`config.mk`:
```
export PLATFORM = sky130hd
export DESIGN_NAME = fma_norm_sched
export DESIGN_NICKNAME = d
export VERILOG_FILES = /design/src/rtl/fma_norm_sched_pkg.sv /design/src/rtl/fma_norm_sched_lza.sv /design/src/rtl/fma_norm_sched.sv
export SDC_FILE = /design/constraint.sdc
export NUM_CORES = 1
export LEC_CHECK = 0
export ABC_AREA = 1
export BUFFER_PORTS_ARGS = -buffer_cell sky130_fd_sc_hd__buf_2
export CAP_MARGIN = 5
export CORE_MARGIN = 2
export CORE_UTILIZATION = 50
export DETAILED_ROUTE_END_ITERATION = 10
export MAX_ROUTING_LAYER = met4
export PLACE_DENSITY = 0.73
export SLEW_MARGIN = 20
export SYNTH_ARGS = -nofsm -noshare
export SYNTH_HDL_FRONTEND = slang
export SYNTH_SLANG_ARGS = --single-unit
```
`constraint.sdc`:
```
create_clock -name clk -period 17.9 [get_ports clk]
set_clock_uncertainty 0.1 [all_clocks]
set_input_delay 2.685 -clock clk [delete_from_list [all_inputs] [get_ports clk]]
set_output_delay 2.685 -clock clk [all_outputs]
set_load 0.01 [all_outputs]
```
`src/rtl/fma_norm_sched_pkg.sv`:
```
// rtl/fma_norm_sched_pkg.sv - shared constants and state type for the FMAdd normalization scheduler
//
// Purpose: widths shared by the scheduler and its leading-zero anticipator.
//   SIG_WIDTH/EXP_WIDTH : stored significand / exponent bits
//   M, DW               : full significand width and operand/sum/shifter width
//   EW                  : signed internal exponent width
//   SHAMT_W             : normalization shift-count width
package fma_pkg;

  localparam int SIG_WIDTH = 23;
  localparam int EXP_WIDTH = 8;
  localparam int M         = SIG_WIDTH + 1;
  localparam int DW        = 2 * M + 2;
  localparam int EW        = EXP_WIDTH + 2;
  localparam int SHAMT_W   = 6;

  typedef enum logic [2:0] {
    S_IDLE,
    S_ANTIC,
    S_SHIFT,
    S_CORR,
    S_OUT
  } norm_state_t;

endpackage

```
`src/rtl/fma_norm_sched_lza.sv`:
```
// rtl/fma_norm_sched_lza.sv - leading-zero anticipator for an unsigned two-operand add
//
// Purpose: predicts the normalization shift of opA+opB from the operands alone,
//   so it can run in parallel with the adder. Never overshoots; may be one short.
// Ports:
//   opA, opB : addends (DW bits)
//   ldCount  : anticipated leading-zero count of the sum
module lza
  import fma_pkg::*;
(
  input  logic [DW-1:0]      opA,
  input  logic [DW-1:0]      opB,
  output logic [SHAMT_W-1:0] ldCount
);

  localparam logic [SHAMT_W-1:0] ONE = 1;

  logic [DW-1:0]      any_one;
  logic               found;
  logic [SHAMT_W-1:0] lz;

  // The sum's leading one sits at the leading one of (opA|opB) or one above it,
  // so clz(opA|opB)-1 is a safe estimate that is at most one short.
  always_comb begin
    any_one = opA | opB;
    found   = 1'b0;
    lz      = '0;
    for (int i = DW - 1; i >= 0; i--) begin
      if (!found) begin
        if (any_one[i]) begin
          found = 1'b1;
        end else begin
          lz = lz + ONE;
        end
      end
    end
    ldCount = (lz == '0) ? '0 : lz - ONE;
  end

endmodule

```
`src/rtl/fma_norm_sched.sv`:
```
// rtl/fma_norm_sched.sv - two-requester normalization scheduler sharing one LZA and shifter
//
// Purpose: round-robin arbitrates the add and FMA paths onto one adder, LZA and
//   normalizing shifter; sequences IDLE -> ANTIC -> SHIFT -> CORR -> OUT.
// Ports:
//   clk, rst                          : clock, synchronous active-high reset
//   reqN_valid/ready/opa/opb/exp      : requester N handshake and operands
//   out_valid/out_ready               : result handshake
//   out_sig, out_exp, out_src         : normalized sum, adjusted exponent, requester index
//   out_zero, out_corr                : sum was zero, one-bit correction applied
module fma_norm_sched
  import fma_pkg::*;
(
  input  logic            clk,
  input  logic            rst,
  input  logic            req0_valid,
  output logic            req0_ready,
  input  logic [DW-1:0]   req0_opa,
  input  logic [DW-1:0]   req0_opb,
  input  logic [EW-1:0]   req0_exp,
  input  logic            req1_valid,
  output logic            req1_ready,
  input  logic [DW-1:0]   req1_opa,
  input  logic [DW-1:0]   req1_opb,
  input  logic [EW-1:0]   req1_exp,
  output logic            out_valid,
  input  logic            out_ready,
  output logic [DW-1:0]   out_sig,
  output logic [EW-1:0]   out_exp,
  output logic            out_src,
  output logic            out_zero,
  output logic            out_corr
);

  localparam logic [EW-1:0] EXP_ONE = 1;

  norm_state_t        state_q, state_d;
  logic               last_q, last_d;
  logic [DW-1:0]      opa_q, opa_d;
  logic [DW-1:0]      opb_q, opb_d;
  logic [EW-1:0]      exp_q, exp_d;
  logic               src_q, src_d;
  logic [DW-1:0]      sum_q, sum_d;
  logic [SHAMT_W-1:0] ld_q, ld_d;
  logic [DW-1:0]      sig_q, sig_d;
  logic               zero_q, zero_d;
  logic               corr_q, corr_d;
  logic               out_valid_q, out_valid_d;

  logic [SHAMT_W-1:0] ld_cnt;
  logic               grant0;
  logic               grant1;

  // Anticipator reads the captured operands, in parallel with the ANTIC adder.
  lza u_lza (
    .opA     (opa_q),
    .opB     (opb_q),
    .ldCount (ld_cnt)
  );

  // On a tie, grant the requester that was not served last.
  assign grant0 = req0_valid & (~req1_valid | last_q);
  assign grant1 = req1_valid & (~req0_valid | ~last_q);

  always_comb begin
    state_d     = state_q;
    last_d      = last_q;
    opa_d       = opa_q;
    opb_d       = opb_q;
    exp_d       = exp_q;
    src_d       = src_q;
    sum_d       = sum_q;
    ld_d        = ld_q;
    sig_d       = sig_q;
    zero_d      = zero_q;
    corr_d      = corr_q;
    req0_ready  = 1'b0;
    req1_ready  = 1'b0;

    case (state_q)
      S_IDLE: begin
        req0_ready = grant0;
        req1_ready = grant1;
        if (grant0 || grant1) begin
          src_d   = grant1;
          last_d  = grant1;
          opa_d   = grant1 ? req1_opa : req0_opa;
          opb_d   = grant1 ? req1_opb : req0_opb;
          exp_d   = grant1 ? req1_exp : req0_exp;
          state_d = S_ANTIC;
        end
      end
      S_ANTIC: begin
        sum_d   = opa_q + opb_q;  // carry-out intentionally dropped
        ld_d    = ld_cnt;
        state_d = S_SHIFT;
      end
      S_SHIFT: begin
        sig_d   = sum_q << ld_q;
        exp_d   = exp_q - {{(EW - SHAMT_W){1'b0}}, ld_q};
        state_d = S_CORR;
      end
      S_CORR: begin
        if (sig_q == '0) begin
          zero_d = 1'b1;
          exp_d  = '0;
        end else if (!sig_q[DW-1]) begin
          // Anticipator came up one short.
          sig_d  = sig_q << 1;
          exp_d  = exp_q - EXP_ONE;
          corr_d = 1'b1;
        end
        state_d = S_OUT;
      end
      S_OUT: begin
        if (out_ready) begin
          zero_d  = 1'b0;
          corr_d  = 1'b0;
          state_d = S_IDLE;
        end
      end
      default: state_d = S_IDLE;
    endcase

    out_valid_d = (state_d == S_OUT);
  end

  always_ff @(posedge clk) begin
    if (rst) begin
      state_q     <= S_IDLE;
      last_q      <= 1'b1;
      opa_q       <= '0;
      opb_q       <= '0;
      exp_q       <= '0;
      src_q       <= 1'b0;
      sum_q       <= '0;
      ld_q        <= '0;
      sig_q       <= '0;
      zero_q      <= 1'b0;
      corr_q      <= 1'b0;
      out_valid_q <= 1'b0;
    end else begin
      state_q     <= state_d;
      last_q      <= last_d;
      opa_q       <= opa_d;
      opb_q       <= opb_d;
      exp_q       <= exp_d;
      src_q       <= src_d;
      sum_q       <= sum_d;
      ld_q        <= ld_d;
      sig_q       <= sig_d;
      zero_q      <= zero_d;
      corr_q      <= corr_d;
      out_valid_q <= out_valid_d;
    end
  end

  assign out_valid = out_valid_q;
  assign out_sig   = sig_q;
  assign out_exp   = exp_q;
  assign out_src   = src_q;
  assign out_zero  = zero_q;
  assign out_corr  = corr_q;

endmodule
```
==> results.sh, run 1 <==
export IMPL_synth_nets=4167
export IMPL_antenna_found_initial=0
export IMPL_synth_common_cells="1,001 x nand2_1, 579 x inv_1, 385 x o21ai_0"
export IMPL_ant_nets=0
export IMPL_track_usage=0.269
export IMPL_yosys_most_used_dff="dfxtp_1"
export IMPL_relSlewSlack=0.234
export IMPL_max_clock_path_buffers=3
export IMPL_route_detailed_drc=0
export IMPL_die_y_microns=218
export IMPL_crit_required_ns=18.23
export IMPL_yosysSeqAreaShare=0.196
export IMPL_cp_slowest_cell="dfxtp_2"
export IMPL_syn_area_sq_um=22900
export IMPL_grt_setup_unrepaired="yes"
export IMPL_final_hold_violation_count=0
export IMPL_syn_avg_cell_area_sq_um=6.05
export IMPL_coreArea_sq_um=45300
export IMPL_syn_to_final_growth_pct=17.8
export IMPL_period_share=1.07
export IMPL_h_tree_depth=1
export IMPL_yosysMostFrequentCell="nand2_1"
export IMPL_tightest_slew_ns=1.14
export IMPL_grt_pass1_vias=22282
export IMPL_clock_sinks=224
export IMPL_synth_cells=3786
export IMPL_cts_buffers=28
export IMPL_cts_tree="done"
export IMPL_seqCellArea_sq_um=4490
export IMPL_grt_max_degree=104
export IMPL_vdd_drop_max_mv=0.0855
export IMPL_final_setup_viol_count=6
export IMPL_regToRegSetupSlack_ns=-1.18
export IMPL_port_buffers=290
export IMPL_cp_common_cell="nand2_2"
export IMPL_ys_seq_elements=224
export IMPL_clk_pin_slew_ns=0.06
export IMPL_cts_root_buf="clkbuf_16"
export IMPL_period_minus_slack_ns=19.08
export IMPL_grt_met3_usage=0.0271
export IMPL_start_kind="flip-flop"
export IMPL_cellLeakagePower_nw=14.5
export IMPL_ioPinCount=291
export IMPL_fin_ws_ns=-1.18
export IMPL_drt_total_wl_microns=64100
export IMPL_grt_pass1_wl_microns=105000
export IMPL_synth_edf_count=0
export IMPL_synth_top_cell_area_share=0.196
export IMPL_gp_congestion=0.972
export IMPL_cp_arrival_ns=19.41
export IMPL_wl_per_cell_microns=13.6
export IMPL_cp_end_kind="flip-flop"
export IMPL_drtPass1Iterations=6
export IMPL_dpl_cell_count=4618
export IMPL_final_cells=4700
export IMPL_die_w_microns=218
export IMPL_met1_usage=0.347
export IMPL_num_vias=24238
export IMPL_violations="setup timing"
export IMPL_maxSlewViolCount=0
export IMPL_nets=4462
export IMPL_synth_area_top_cells="dfxtp_1 20%, nand2_1 16%, inv_1 9.5%"
export IMPL_yosysTopAreaCell="dfxtp_1"
export IMPL_hold_class="reg2reg"
export IMPL_drt_iter0_drc=1612
export IMPL_clkLatencyLatePin_ns=0.58
export IMPL_fp_dieArea_sq_um=47500
export IMPL_path_buf_inv=34
export IMPL_status="complete, but fails checks"
export IMPL_antennaDiodeCount=0
export IMPL_fillers=4519
export IMPL_critical_path_max_stage_delay_ns=0.34
export IMPL_yosysUniqueCellTypes=67
export IMPL_cap_viol_max_count=0
export IMPL_async_reset_ff_frac=0
export IMPL_p_per_area_nw_per_um2=116
export IMPL_vias_per_cell=5.16
export IMPL_rows=78
export IMPL_overflow=0
export IMPL_crit_family="adder cells"
export IMPL_fin_hold_ws_ns=0.365
export IMPL_multi_input_area_sq_um=16000
export IMPL_critPathKind="reg2reg"
export IMPL_grt_busiest_layer="met2"
export IMPL_gr_usage_met2=0.453
export IMPL_crit_fanout=6
export IMPL_drive_gt1_frac=0.194
export IMPL_ys_warnings_count=0
export IMPL_clock_fmax_mhz=52.4
export IMPL_start_util=0.506
export IMPL_dp_hpwl_microns=48500
## cell type report
type | instances | share of cell area
clock buffers | 40 | 0.0310
clock inverters | 9 | 0.00288
inverters | 623 | 0.0889
multi-input cells | 2788 | 0.594
flip-flops and latches | 224 | 0.166
well taps | 600 | 0.0278
repair buffers | 416 | 0.0889
## worst paths after layout
check                          from                    to  cells after the start
max          opa_q[47]$_SDFFE_PP0P_  ld_q[5]$_SDFFE_PP0P_                    162
min            out_src$_SDFFE_PP0P_  out_src$_SDFFE_PP0P_                      2
max reg2reg  opa_q[47]$_SDFFE_PP0P_  ld_q[5]$_SDFFE_PP0P_                    162
min reg2reg    out_src$_SDFFE_PP0P_  out_src$_SDFFE_PP0P_                      2
## cells by family after synthesis
| group | Yosys count | share of synthesized area |
|---|---|---|
| AND/OR/NAND/NOR | 1663 | 0.333 |
| AO/OA/AOI/OAI | 836 | 0.199 |
| buffers and inverters | 774 | 0.131 |
| adder cells (fa/ha/maj) | 156 | 0.0859 |
| XOR/XNOR | 85 | 0.0341 |
| flip-flops | 224 | 0.196 |
| multiplexers | 48 | 0.0210 |
## tightest hold or removal path, stage by stage, from the launching register on
cell     delay [ns]
dfxtp_1        0.31
nand2_1        0.06
a21oi_1        0.05
## stage by stage
step | TNS [ns] | utilization | area, sq um | worst slack, ns | total power [mW]
after CTS | -6.89 | 0.579 | 26200 | -1.20 | 2.92
after floorplan | 0 | - | 23000 | 0.00411 | 1.81
after global placement | -4.03 | 0.558 | 25300 | -0.730 | 2.31
after global routing | -15.73 | 0.596 | 27000 | -2.67 | 3.39
after detailed placement | -7.90 | 0.558 | 25300 | -1.37 | 2.33
final | -6.74 | 0.596 | 27000 | -1.18 | 3.12
## layer usage
metal,vias up,part of all wire
li1,12828,-
met1,10707,0.47
met2,618,0.46
met3,85,0.052
met4,0,0.020
met5,-,0
## layout by cell type (no fill, tap or decap), drive strengths merged, types with 12 or more instances in the layout
| cell | count |
|---|---|
| xnor2 | 27 |
| a31oi | 21 |
| nor2 | 257 |
| o21ai | 387 |
| buf | 416 |
| a21oi | 315 |
| nor3 | 34 |
| o21bai | 12 |
| mux2i | 48 |
| nand4 | 40 |
| clkbuf | 40 |
| a221oi | 16 |
| dfxtp | 224 |
| o211ai | 30 |
| nand2 | 1071 |
| ha | 154 |
| nand3 | 231 |
| inv | 619 |
| xor2 | 58 |
## state kept, by name, indices dropped and copies added, names as in the netlist, 3 cells and up
name / cells
opb_q: 50
sum_q: 50
out_sig: 50
out_exp: 10
ld_q: 6
state_q: 3
opa_q: 50
## power by group
| part | internal [mW] | leakage, nW | switching (mW) | total, mW |
|---|---|---|---|---|
| combinational | 0.731 | 12.2 | 1.16 | 1.89 |
| clock | 0.336 | 0.447 | 0.228 | 0.563 |
| sequential | 0.595 | 1.85 | 0.0725 | 0.668 |
## timing repair
item	in CTS	in global routing
endpoints found under the setup margin	6	6
endpoints found under the hold margin	0	0
cloned	0	0
setup buffers	3	30
hold buffers	0	0
pin swaps	6	99
resized for setup	5	117
Note: power is estimated with default switching activity, not from simulation.
==> run 2, diff against run 1 <==
--- a/config.mk
+++ b/config.mk
@@ -5,7 +5,6 @@
 export SDC_FILE = /design/constraint.sdc
 export NUM_CORES = 1
 export LEC_CHECK = 0
-export ABC_AREA = 1
 export BUFFER_PORTS_ARGS = -buffer_cell sky130_fd_sc_hd__buf_2
 export CAP_MARGIN = 5
 export CORE_MARGIN = 2
==> results.sh, run 2 <==
export IMPL_num_vias=22941
export IMPL_syn_to_final_growth_pct=23.7
export IMPL_clock_sinks=224
export IMPL_ioPinCount=291
export IMPL_grt_setup_unrepaired="yes"
export IMPL_cp_slowest_cell="or3_4"
export IMPL_drt_total_wl_microns=71000
export IMPL_r2r_end="ld_q[3]$_SDFFE_PP0P_"
export IMPL_holdPathEnd="sum_q[49]$_SDFFE_PP0P_"
export IMPL_crit_fanout=3
export IMPL_clk_pin_slew_ns=0.06
export IMPL_synth_area_top_cells="dfxtp_1 20%, ha_1 8.7%, mux2i_1 7.8%"
export IMPL_rows=77
export IMPL_post_place_ws_ns=-4.25
export IMPL_antenna_found_initial=0
export IMPL_wl_per_cell_microns=17.8
export IMPL_regToRegSetupSlack_ns=-3.95
export IMPL_cts_root_buf="clkbuf_16"
export IMPL_route_detailed_drc=0
export IMPL_fin_ws_ns=-3.95
export IMPL_final_common_cell="nand2_1"
export IMPL_hold_class="reg2reg"
export IMPL_yosys_most_used_dff="dfxtp_1"
export IMPL_dp_hpwl_microns=55100
export IMPL_clock_fmax_mhz=45.8
export IMPL_synth_nets=3311
export IMPL_cap_viol_max_count=0
export IMPL_ys_seq_elements=224
export IMPL_yosysSeqAreaShare=0.202
export IMPL_clock_power_share=0.153
export IMPL_yosysMostFrequentCell="nand2_1"
export IMPL_cp_end_kind="flip-flop"
export IMPL_async_reset_ff_frac=0
export IMPL_netSwitchingFraction=0.432
export IMPL_period_minus_slack_ns=21.85
export IMPL_track_usage=0.304
export IMPL_switchingPower_mw=1.71
export IMPL_die_y_microns=215
export IMPL_period_share=1.22
export IMPL_die_w_microns=215
export IMPL_synth_edf_count=0
export IMPL_h_tree_depth=1
export IMPL_reg2reg_depth=135
export IMPL_gp_congestion=0.994
export IMPL_start_util=0.505
export IMPL_ant_nets=0
export IMPL_nets=3755
export IMPL_grt_max_degree=104
export IMPL_fin_total_pwr_mw=3.95
export IMPL_antennaDiodeCount=0
export IMPL_cts_tree="done"
export IMPL_critPathKind="reg2reg"
export IMPL_cts_buffers=28
export IMPL_min_path_cells=2
export IMPL_maxSlewViolCount=0
export IMPL_clkLatencyLatePin_ns=0.59
export IMPL_critical_path_max_stage_delay_ns=0.36
export IMPL_final_hold_violation_count=0
export IMPL_p_per_area_nw_per_um2=144
export IMPL_status="complete, but fails checks"
export IMPL_combPwrFrac=0.673
export IMPL_start_kind="flip-flop"
export IMPL_seqPwrFrac=0.174
export IMPL_final_cell_mix="347 x nand2_1, 331 x nor2_1, 293 x buf_4, 289 x buf_2, 218 x dfxtp_1"
export IMPL_cts_hold_buf=0
export IMPL_min_from="sum_q[49]$_SDFFE_PP0P_"
export IMPL_grt_pass1_wl_microns=113000
export IMPL_r2r_start="opa_q[48]$_SDFFE_PP0P_"
export IMPL_cellLeakagePower_nw=11.9
export IMPL_cp_common_cell="ha_1"
export IMPL_vdd_drop_max_mv=0.0816
export IMPL_final_core_util=0.625
export IMPL_fp_dieArea_sq_um=46200
export IMPL_cp_arrival_ns=22.20
export IMPL_coreArea_sq_um=44000
export IMPL_vias_per_cell=5.76
export IMPL_max_clock_path_buffers=3
export IMPL_crit_required_ns=18.25
export IMPL_drt_iter0_drc=1864
export IMPL_tightest_slew_ns=1.10
export IMPL_drive_gt1_frac=0.248
export IMPL_synth_top_cell_area_share=0.202
export IMPL_place_area_sq_um=25700
export IMPL_syn_avg_cell_area_sq_um=7.59
export IMPL_violations="setup timing"
export IMPL_fin_hold_ws_ns=0.357
export IMPL_drtPass1Iterations=6
export IMPL_overflow=0
export IMPL_final_setup_viol_count=6
export IMPL_yosysUniqueCellTypes=106
export IMPL_synth_cells=2930
export IMPL_relSlewSlack=0.264
export IMPL_ys_warnings_count=0
export IMPL_syn_area_sq_um=22200
export IMPL_power_internal_mw=2.25
export IMPL_synth_common_cells="351 x nand2_1, 341 x nor2_1, 224 x dfxtp_1"
export IMPL_grt_pass1_vias=21859
export IMPL_fin_area_sq_um=27500
export IMPL_port_buffers=290
export IMPL_yosysTopAreaCell="dfxtp_1"
-- run 2: how the worst max path moves through the flow --
stage                                 to  cells past startpoint  slack (ns)                    from
global route        ld_q[3]$_SDFFE_PP0P_                    134       -5.14  opa_q[48]$_SDFFE_PP0P_
floorplan           ld_q[0]$_SDFFE_PP0P_                    137       -3.49  opb_q[47]$_SDFFE_PP0P_
finish              ld_q[3]$_SDFFE_PP0P_                    135       -3.95  opa_q[48]$_SDFFE_PP0P_
global placement    ld_q[0]$_SDFFE_PP0P_                    133       -3.52  opa_q[49]$_SDFFE_PP0P_
detailed placement  ld_q[3]$_SDFFE_PP0P_                    135       -4.25  opb_q[48]$_SDFFE_PP0P_
CTS                 ld_q[3]$_SDFFE_PP0P_                    135       -3.71  opb_q[48]$_SDFFE_PP0P_
-- run 2: what timing repair did --
item	in CTS	in global routing
pin swaps	45	57
endpoints found under the setup margin	6	6
setup buffers	57	19
gates resized for setup	28	35
-- run 2: power by group through the flow --
| stage | logic (mW) | registers (mW) | clock network (mW) |
|---|---|---|---|
| 2_1_floorplan | 1.52 | 0.677 | 0 |
| 3_3_place_gp | 2.23 | 0.689 | 0 |
| 3_5_place_dp | 2.27 | 0.695 | 0 |
| 4_1_cts | 2.49 | 0.685 | 0.618 |
| 5_1_grt | 2.89 | 0.700 | 0.633 |
| 6_report | 2.66 | 0.686 | 0.606 |
-- run 2: layout make-up --
class,instances,area (sq um)
clock inverter,13,215
sequential,224,4490
tap,592,741
timing repair buffer,584,3670
inverter,174,653
fill,3957,16500
multi-input combinational,2362,17000
clock buffer,37,774
-- run 2: kinds of logic after synthesis --
family / count (synthesis) / synth area share
compound gates: 760 / 0.227
fa+ha+maj: 158 / 0.0893
simple gates: 1065 / 0.222
xor+xnor: 160 / 0.0851
flops: 224 / 0.202
buf+inv: 344 / 0.0596
mux: 219 / 0.115
-- run 2: worst max-delay path: cells and delay by family (launching register included) --
family | cells | cell delay (ns)
adder cells (fa/ha/maj) | 25 | 6.36
XOR/XNOR | 6 | 0.93
buffers and inverters | 5 | 0.26
multiplexers | 17 | 2.85
flip-flops | 1 | 0.32
AND/OR/NAND/NOR | 35 | 4.12
AO/OA/AOI/OAI | 47 | 6.70
-- run 2: stage by stage --
stage,std cells,TNS [ns]
2_1_floorplan,2930,-20.67
3_3_place_gp,3860,-20.81
3_5_place_dp,3860,-25.21
4_1_cts,3967,-22.14
5_1_grt,3986,-30.71
6_report,3986,-23.52
-- run 2: layer usage --
layer | vias up | GRT usage | share of wire
li1 | 11388 | - | -
met1 | 10766 | 0.389 | 0.45
met2 | 664 | 0.509 | 0.47
met3 | 123 | 0.0268 | 0.048
met4 | 0 | 0.0938 | 0.033
met5 | - | - | 0
